File: config.mk
export PLATFORM = sky130hd
export DESIGN_NAME = rf_dump_unit
export DESIGN_NICKNAME = d
export VERILOG_FILES = /design/src/rtl/rf_dump_unit.sv
export SDC_FILE = /design/constraint.sdc
export NUM_CORES = 1
export LEC_CHECK = 0
export ABC_AREA = 1
export ABC_CLOCK_PERIOD_IN_PS = 3000
export BUFFER_PORTS_ARGS = -buffer_cell sky130_fd_sc_hd__buf_2
export CAP_MARGIN = 20
export CORE_MARGIN = 3
export CORE_UTILIZATION = 25
export DETAILED_ROUTE_END_ITERATION = 10
export GPL_TIMING_DRIVEN = 0
export REMOVE_ABC_BUFFERS = 1
export SETUP_SLACK_MARGIN = 0.5
export SKIP_LAST_GASP = 1
export SLEW_MARGIN = 15
export SYNTH_ARGS = -nofsm -noshare
export SYNTH_HDL_FRONTEND = slang
export SYNTH_SLANG_ARGS = --single-unit
File: constraint.sdc
create_clock -name clk_i -period 3 [get_ports clk_i]
set_input_delay 0.15 -clock clk_i [delete_from_list [all_inputs] [get_ports clk_i]]
set_output_delay 0.15 -clock clk_i [all_outputs]
set_load 0.01 [all_outputs]
File: src/rtl/rf_dump_unit.sv
// rf_dump_unit
//   Walks every entry of the CPU register file through a combinational read
//   port and streams the contents out as (index, value) beats on a
//   valid/ready interface. While a dump is in progress freeze_o stalls the
//   CPU so the snapshot stays coherent.
//
//   A dump starts on a start_i pulse, or once per reset after END_COUNT
//   cycles when AUTO_START is set.
//
// Ports
//   clk_i         clock, rising edge
//   rst_i         asynchronous active-low reset
//   start_i       one-cycle dump request
//   rf_addr_o     register-file read address
//   rf_data_i     register-file read data for rf_addr_o (same cycle)
//   freeze_o      high while a dump is running
//   dump_valid_o  beat presented
//   dump_ready_i  sink accepts the beat
//   dump_idx_o    register index of the beat
//   dump_data_o   register value of the beat
//   dump_last_o   beat carries the final register
//   done_o        sticky, set once the final beat is accepted
module rf_dump_unit #(
  parameter int unsigned END_COUNT  = 100,
  parameter bit          AUTO_START = 1'b1,
  parameter int unsigned NUM_REGS   = 32,
  parameter int unsigned DATA_W     = 32
) (
  input  logic              clk_i,
  input  logic              rst_i,
  input  logic              start_i,
  output logic [4:0]        rf_addr_o,
  input  logic [DATA_W-1:0] rf_data_i,
  output logic              freeze_o,
  output logic              dump_valid_o,
  input  logic              dump_ready_i,
  output logic [4:0]        dump_idx_o,
  output logic [DATA_W-1:0] dump_data_o,
  output logic              dump_last_o,
  output logic              done_o
);

  typedef enum logic [1:0] {
    S_IDLE,
    S_SEND,
    S_DONE
  } state_t;

  localparam logic [31:0] CNT_MAX  = 32'(END_COUNT);
  localparam logic [31:0] CNT_FIRE = 32'(END_COUNT - 1);
  localparam logic [4:0]  LAST_IDX = 5'(NUM_REGS - 1);

  state_t              state_q, state_d;
  logic [31:0]         cycle_cnt_q, cycle_cnt_d;
  logic [4:0]          ptr_q, ptr_d;
  logic                auto_fired_q, auto_fired_d;
  logic                valid_q, valid_d;
  logic [4:0]          idx_q, idx_d;
  logic [DATA_W-1:0]   data_q, data_d;
  logic                freeze_q, freeze_d;
  logic                done_q, done_d;

  logic                auto_hit;
  logic                load;
  logic                handshake;

  // NOTE: every signal driven here gets a default first, so no path through
  // the case statement can leave one unassigned and infer a latch.
  always_comb begin
    state_d      = state_q;
    cycle_cnt_d  = cycle_cnt_q;
    ptr_d        = ptr_q;
    auto_fired_d = auto_fired_q;
    valid_d      = valid_q;
    idx_d        = idx_q;
    data_d       = data_q;
    freeze_d     = freeze_q;
    done_d       = done_q;
    rf_addr_o    = '0;

    auto_hit  = AUTO_START && !auto_fired_q && (cycle_cnt_q == CNT_FIRE);
    handshake = valid_q && dump_ready_i;
    load      = 1'b0;

    unique case (state_q)
      S_IDLE: begin
        // The auto-trigger counter only runs before the auto-dump has fired,
        // and stops at END_COUNT so it can never wrap into a second trigger.
        if (!auto_fired_q && (cycle_cnt_q != CNT_MAX)) begin
          cycle_cnt_d = cycle_cnt_q + 32'd1;
        end
        if (start_i || auto_hit) begin
          load = 1'b1;
        end
        if (auto_hit) begin
          auto_fired_d = 1'b1;
        end
      end

      S_SEND: begin
        // Index 0 was captured at the trigger; ptr already points at the
        // next register to fetch.
        rf_addr_o = ptr_q;
        if (handshake) begin
          if (idx_q == LAST_IDX) begin
            valid_d  = 1'b0;
            freeze_d = 1'b0;
            done_d   = 1'b1;
            state_d  = S_DONE;
          end else begin
            data_d = rf_data_i;
            idx_d  = ptr_q;
            ptr_d  = ptr_q + 5'd1;
          end
        end
      end

      S_DONE: begin
        // Only an explicit request restarts; the auto-trigger is one-shot.
        if (start_i) begin
          load = 1'b1;
        end
      end

      default: state_d = S_IDLE;
    endcase

    // Trigger: rf_addr_o is 0 in IDLE/DONE, so rf_data_i holds register 0.
    if (load) begin
      data_d   = rf_data_i;
      idx_d    = '0;
      valid_d  = 1'b1;
      ptr_d    = 5'd1;
      freeze_d = 1'b1;
      done_d   = 1'b0;
      state_d  = S_SEND;
    end
  end

  // NOTE: sequential state uses non-blocking assignments so every register
  // samples the pre-edge values, independent of statement order.
  always_ff @(posedge clk_i or negedge rst_i) begin
    if (!rst_i) begin
      state_q      <= S_IDLE;
      cycle_cnt_q  <= '0;
      ptr_q        <= '0;
      auto_fired_q <= 1'b0;
      valid_q      <= 1'b0;
      idx_q        <= '0;
      data_q       <= '0;
      freeze_q     <= 1'b0;
      done_q       <= 1'b0;
    end else begin
      state_q      <= state_d;
      cycle_cnt_q  <= cycle_cnt_d;
      ptr_q        <= ptr_d;
      auto_fired_q <= auto_fired_d;
      valid_q      <= valid_d;
      idx_q        <= idx_d;
      data_q       <= data_d;
      freeze_q     <= freeze_d;
      done_q       <= done_d;
    end
  end

  assign freeze_o     = freeze_q;
  assign dump_valid_o = valid_q;
  assign dump_idx_o   = idx_q;
  assign dump_data_o  = data_q;
  assign done_o       = done_q;
  assign dump_last_o  = valid_q && (idx_q == LAST_IDX);

endmodule

Yosys cells after proc, flatten, opt, wreduce, memory -nomap -nowiden
Index checks and enable logic that the tools add are counted.
- add/sub/neg operators: 2
- $mul: 0
- div/mod/pow operators: 0
- magnitude comparators: 0
- equal/unequal tests: 9
- shift-type cells: 0
- mux-type cells: 28
- bitwise gates (word level): 0
- reduce and logical (&&, ||, !) cells: 16
- operators with widths (cell ; count):
    $mux W32 ; 4
    $mux W5 ; 9
    $add A32 B1 Y32 const B ; 1
    $eq A32 B7 Y1 const B ; 1
    $ne A32 B7 Y1 const B ; 1
    $mux W1 ; 10
    $reduce_and A3 Y1 ; 3
    $mux W2 ; 3
    $ne A3 B3 Y1 const B ; 2
    $reduce_bool A2 Y1 ; 3
    $add A5 B1 Y5 const B ; 1
    $eq A5 B5 Y1 const B ; 1
    $logic_and A1 B1 Y1 ; 4
    $pmux W2 S2 ; 1
    $reduce_and A2 Y1 ; 2
    $eq A2 B1 Y1 const B ; 1
    $eq A2 B2 Y1 const B ; 1
    $logic_not A2 Y1 ; 1
    $ne A2 B1 Y1 const B ; 1
    $ne A2 B2 Y1 const B ; 1
    $pmux W1 S2 ; 1
    $reduce_or A2 Y1 ; 1
    $logic_not A1 Y1 ; 1
    $logic_or A1 B1 Y1 ; 1
- flip-flop bits (word level): 79
- latch bits: 0
- memory bits (writable): 0
- bits in read-only memories: 0
- output and inout port bits: 46
- memories kept: 0

Depth between registers and ports, before layout
- depth after elaboration: 7
- gate-level depth with buffers: 12

Worst setup path after synthesis
Ideal clock, no wire load.
- kind: reg2reg
- start point: register cycle_cnt_q[0]
- end point: register data_q[0] (netlist: dump_data_o[0])
- library setup time: 0.122 ns
- data arrival time: 1.479 ns
- setup slack: 1.399 ns
- stages on the path, launching flop included: 12
- path buffers: 3
- path through: dfrtp_1 -> ha_1 -> buf_2 -> nand2_1 -> nor2_1 -> nand3_1 -> nor2_1 -> nand2_2 -> buf_6 -> buf_6 -> o2111ai_1 -> nand2_1
- longest elaborated chain between the ends: 7
- RTL lines (item ; RTL line ; RTL):
    start: declaration ; 54 ; logic [31:0] cycle_cnt_q, cycle_cnt_d;
    start signal: assignment ; 155 ; cycle_cnt_q <= cycle_cnt_d;
    $eq A32 B7 Y1 (*) ; 81 ; auto_hit = AUTO_START && !auto_fired_q && (cycle_cnt_q == CNT_FIRE);
    $logic_and A1 B1 Y1 (*) ; 81 ;
    $logic_or A1 B1 Y1 (*) ; 92 ; if (start_i || auto_hit) begin
    $mux W1 (*) ; 92 ;
    $pmux W1 S2 (*) ; 85 ; unique case (state_q)
    $ne A2 B2 Y1 (no line) or $reduce_bool A2 Y1 (tied branches) ; -- ;
    $reduce_and A3 Y1 (no line) ; -- ;
    end signal: assignment ; 160 ; data_q <= data_d;
    end: declaration ; 59 ; logic [DATA_W-1:0] data_q, data_d;
Mark *: on every way between the ends. The rest lies on a longest branch, timed or not.
A chain may end at the register's enable or synchronous reset.

Worst setup path after layout
- start point: register cycle_cnt_q[0]
- end point: register cycle_cnt_q[16]
- longest elaborated chain between the ends: 3
- RTL lines (item):
    branches (longest 3 deep; another with $add A32 B1 Y32)
Parallel ways; which one is timed is not known.

==> out/results.tsv <==
metric	value	unit
reg-to-reg startpoint	cycle_cnt_q[0]$_DFFE_PN0P_	
Multi-input gate area	2221	um^2
first-pass GRT wire length	21.22	mm
number of global-route vias before repair	4105	
fin util	0.3368	
num rows	48	
clock slew at reported path FFs	0.06	ns
worst-margin pin slew	1.011	ns
Num CTS Buffers	9	
WHS Path Cells	3	
Synth Area per Inst	7.448	um^2
Placed Cells	892	
Overall Power	4.869	mW
most common cell after layout, fill and taps aside	nand2_1	
area of the core	17540	um^2
clock latency on the worst-skew pair	0.35	ns
clk buf depth	2	
Port Buffer Count	81	
drt first pass iters	5	
Post-DP Area	5196	um^2
initial antenna violation count	0	
post-synth cell types	23	
fin cells	942	
Final Max Slew Viols	0	
YS warnings	0	
Chip Width	140.9	um
antenna viol nets, final	0	
RSZ-0062 raised after global routing	false	
post-route clock skew	0.006807	ns
post-route cell area	5906	um^2
Post-Syn Area	4551	um^2
ANT cells	0	
Max Cap Viol	0	
final wirelength	12.48	mm
Setup crit end kind	flip-flop	
layout cells sized above 1	0.1715	
min cycle time layout	2.221	ns
Critical Setup Path Class	reg2reg	
WL per Instance	13.25	um
post-route setup TNS	0	ns
GPL Wtd Cong	0.8810	
Slew headroom	0.3258	
final setup violation count	0	
cell count after synthesis	611	
Peak VDD IR	0.3366	mV
pin count of the biggest net entering global routing	51	
reg2reg end	cycle_cnt_q[16]$_DFFE_PN0P_	
initial core utilization	0.2595	
HP Start	rf_data_i[12]	
Hold Path End	dump_data_o[12]$_DFFE_PN0P_	
CTS H-tree depth	3	
most frequent cells in the layout	nand2_1 (238), buf_2 (80), dfrtp_1 (79)	
r2r setup slk	0.78	ns
CTS tree	built	
initial drt markers	351	
Critical Path AT	2.41	ns
max frequency	450.3	MHz
Fin. Hold Viols	0	
Required @ worst endpoint	3.19	ns
detailed-route DRC error count	0	
Synth Register Bits	79	
status	finished clean	
dpl hpwl	8.434	mm
DIE HEIGHT	140.9	um
# IOs	82	
type of the most critical hold path	in2reg	
GRT Resource Usage Total	0.1315	
Power Dens Cells	824.4	nW/um^2
register area share after synthesis	0.4344	
Final period util	0.7403	
Final nets	751	
CTS sink cnt	79	
Reg2Reg Depth	7	
Leak	2.812	nW
total die area	19860	um^2
Via density	4.529	
growth of design area from synthesis to finish	29.78	%
critical path peak fanout	23	
Filler cells	1863	
crit start category	flip-flop	
Vias	4266	
grt ovf	0	
root buffer cell	clkbuf_16	
Seq. cell area	1977	um^2
==> area by class of cell <==
class / count / share of cell area
clock buffer: 9 / 0.03814
clock inverter: 7 / 0.02034
inverter: 52 / 0.03305
multi-input combinational: 450 / 0.3761
sequential: 79 / 0.3347
tap: 225 / 0.04767
timing repair buffer: 120 / 0.1500
==> how the worst max path moves through the flow <==
stage	start	to	slack, ns	depth (start not counted)
6_report	cycle_cnt_q[0]$_DFFE_PN0P_	cycle_cnt_q[16]$_DFFE_PN0P_	0.78	7
5_1_grt	cycle_cnt_q[0]$_DFFE_PN0P_	cycle_cnt_q[16]$_DFFE_PN0P_	0.51	7
4_1_cts	cycle_cnt_q[0]$_DFFE_PN0P_	dump_data_o[21]$_DFFE_PN0P_	0.56	10
3_5_place_dp	cycle_cnt_q[0]$_DFFE_PN0P_	dump_data_o[21]$_DFFE_PN0P_	0.14	10
3_3_place_gp	dump_idx_o[1]$_DFFE_PN0P_	dump_data_o[22]$_DFFE_PN0P_	-0.78	7
2_1_floorplan	freeze_o$_DFFE_PN0P_	dump_data_o[0]$_DFFE_PN0P_	0.52	6
==> cells in the mapped netlist <==
master	n	area [um^2]
buf_2	6	30.03
nor2_2	1	6.260
xor2_1	14	122.6
nand3_1	20	100.1
buf_4	1	7.510
ha_1	3	37.54
inv_2	1	3.750
clkbuf_1	13	48.80
o21ai_1	14	70.07
o21ai_2	3	26.28
o2111ai_1	44	385.4
nand4_1	6	37.54
dfrtp_1	79	1977
nor2_1	66	247.7
nor3_1	15	75.07
xnor2_1	5	43.79
buf_6	11	123.9
inv_1	51	191.4
nand2_1	241	904.6
o211ai_2	1	12.51
nand2_2	5	31.28
o21ai_0	6	30.03
nand3b_1	5	37.54
==> repair_timing <==
action,4_1_cts,5_1_grt
cloned,1,0
pin swaps,1,2
gates resized for setup,1,2
hold endpoints to repair,58,0
setup endpoints to repair,46,44
hold buffers,30,0
buffers inserted,0,3
==> cells by family (layout without fill, tap and decap cells) <==
group | count (synthesis) | count (layout) | synth area share
fa+ha+maj | 3 | 3 | 0.008249
simple gates | 359 | 359 | 0.3165
flops | 79 | 79 | 0.4344
compound gates | 68 | 69 | 0.1152
xor+xnor | 19 | 19 | 0.03657
buf+inv | 83 | 188 | 0.08908
==> routing by layer <==
layer	GRT usage	vias up	wire [um]
met3	0.03290	14	621
met2	0.2064	95	5884
li1	-	2194	-
met1	0.1767	1963	5807
met4	0.04589	0	167
met5	0	-	0
==> metrics by stage <==
step	setup slack, ns	hold WS (ns)
CTS	0.5561	0.006512
detailed placement	0.1447	0.1305
global placement	-0.7790	0.3450
global route	0.5110	0.03886
finish	0.7792	0.01677
floorplan	0.5174	-0.1456
==> registers in the layout, summed over array words and instances, names as in the netlist <==
register      count
done_o            1
state_q           2
dump_data_o      32
dump_idx_o        5
cycle_cnt_q      32
auto_fired_q      1
freeze_o          1
ptr_q             5
==> worst max-delay path, stage by stage, from the launching register on <==
cell and delay (ns):
dfrtp_1 0.44, inv_1 0.10, ha_1 0.15, nand3_1 0.08, nor3_1 0.15, nand2_1 0.10
o21ai_2 0.80, o21ai_0 0.22
==> power breakdown <==
part | switching, mW | leakage (nW) | internal [mW] | total [mW]
combinational | 1.20 | 1.62 | 0.784 | 1.98
clock | 0.474 | 0.166 | 0.816 | 1.29
sequential | 0.215 | 1.03 | 1.38 | 1.60
total | 1.88 | 2.81 | 2.98 | 4.87
Note: power is estimated with default switching activity, not from simulation.
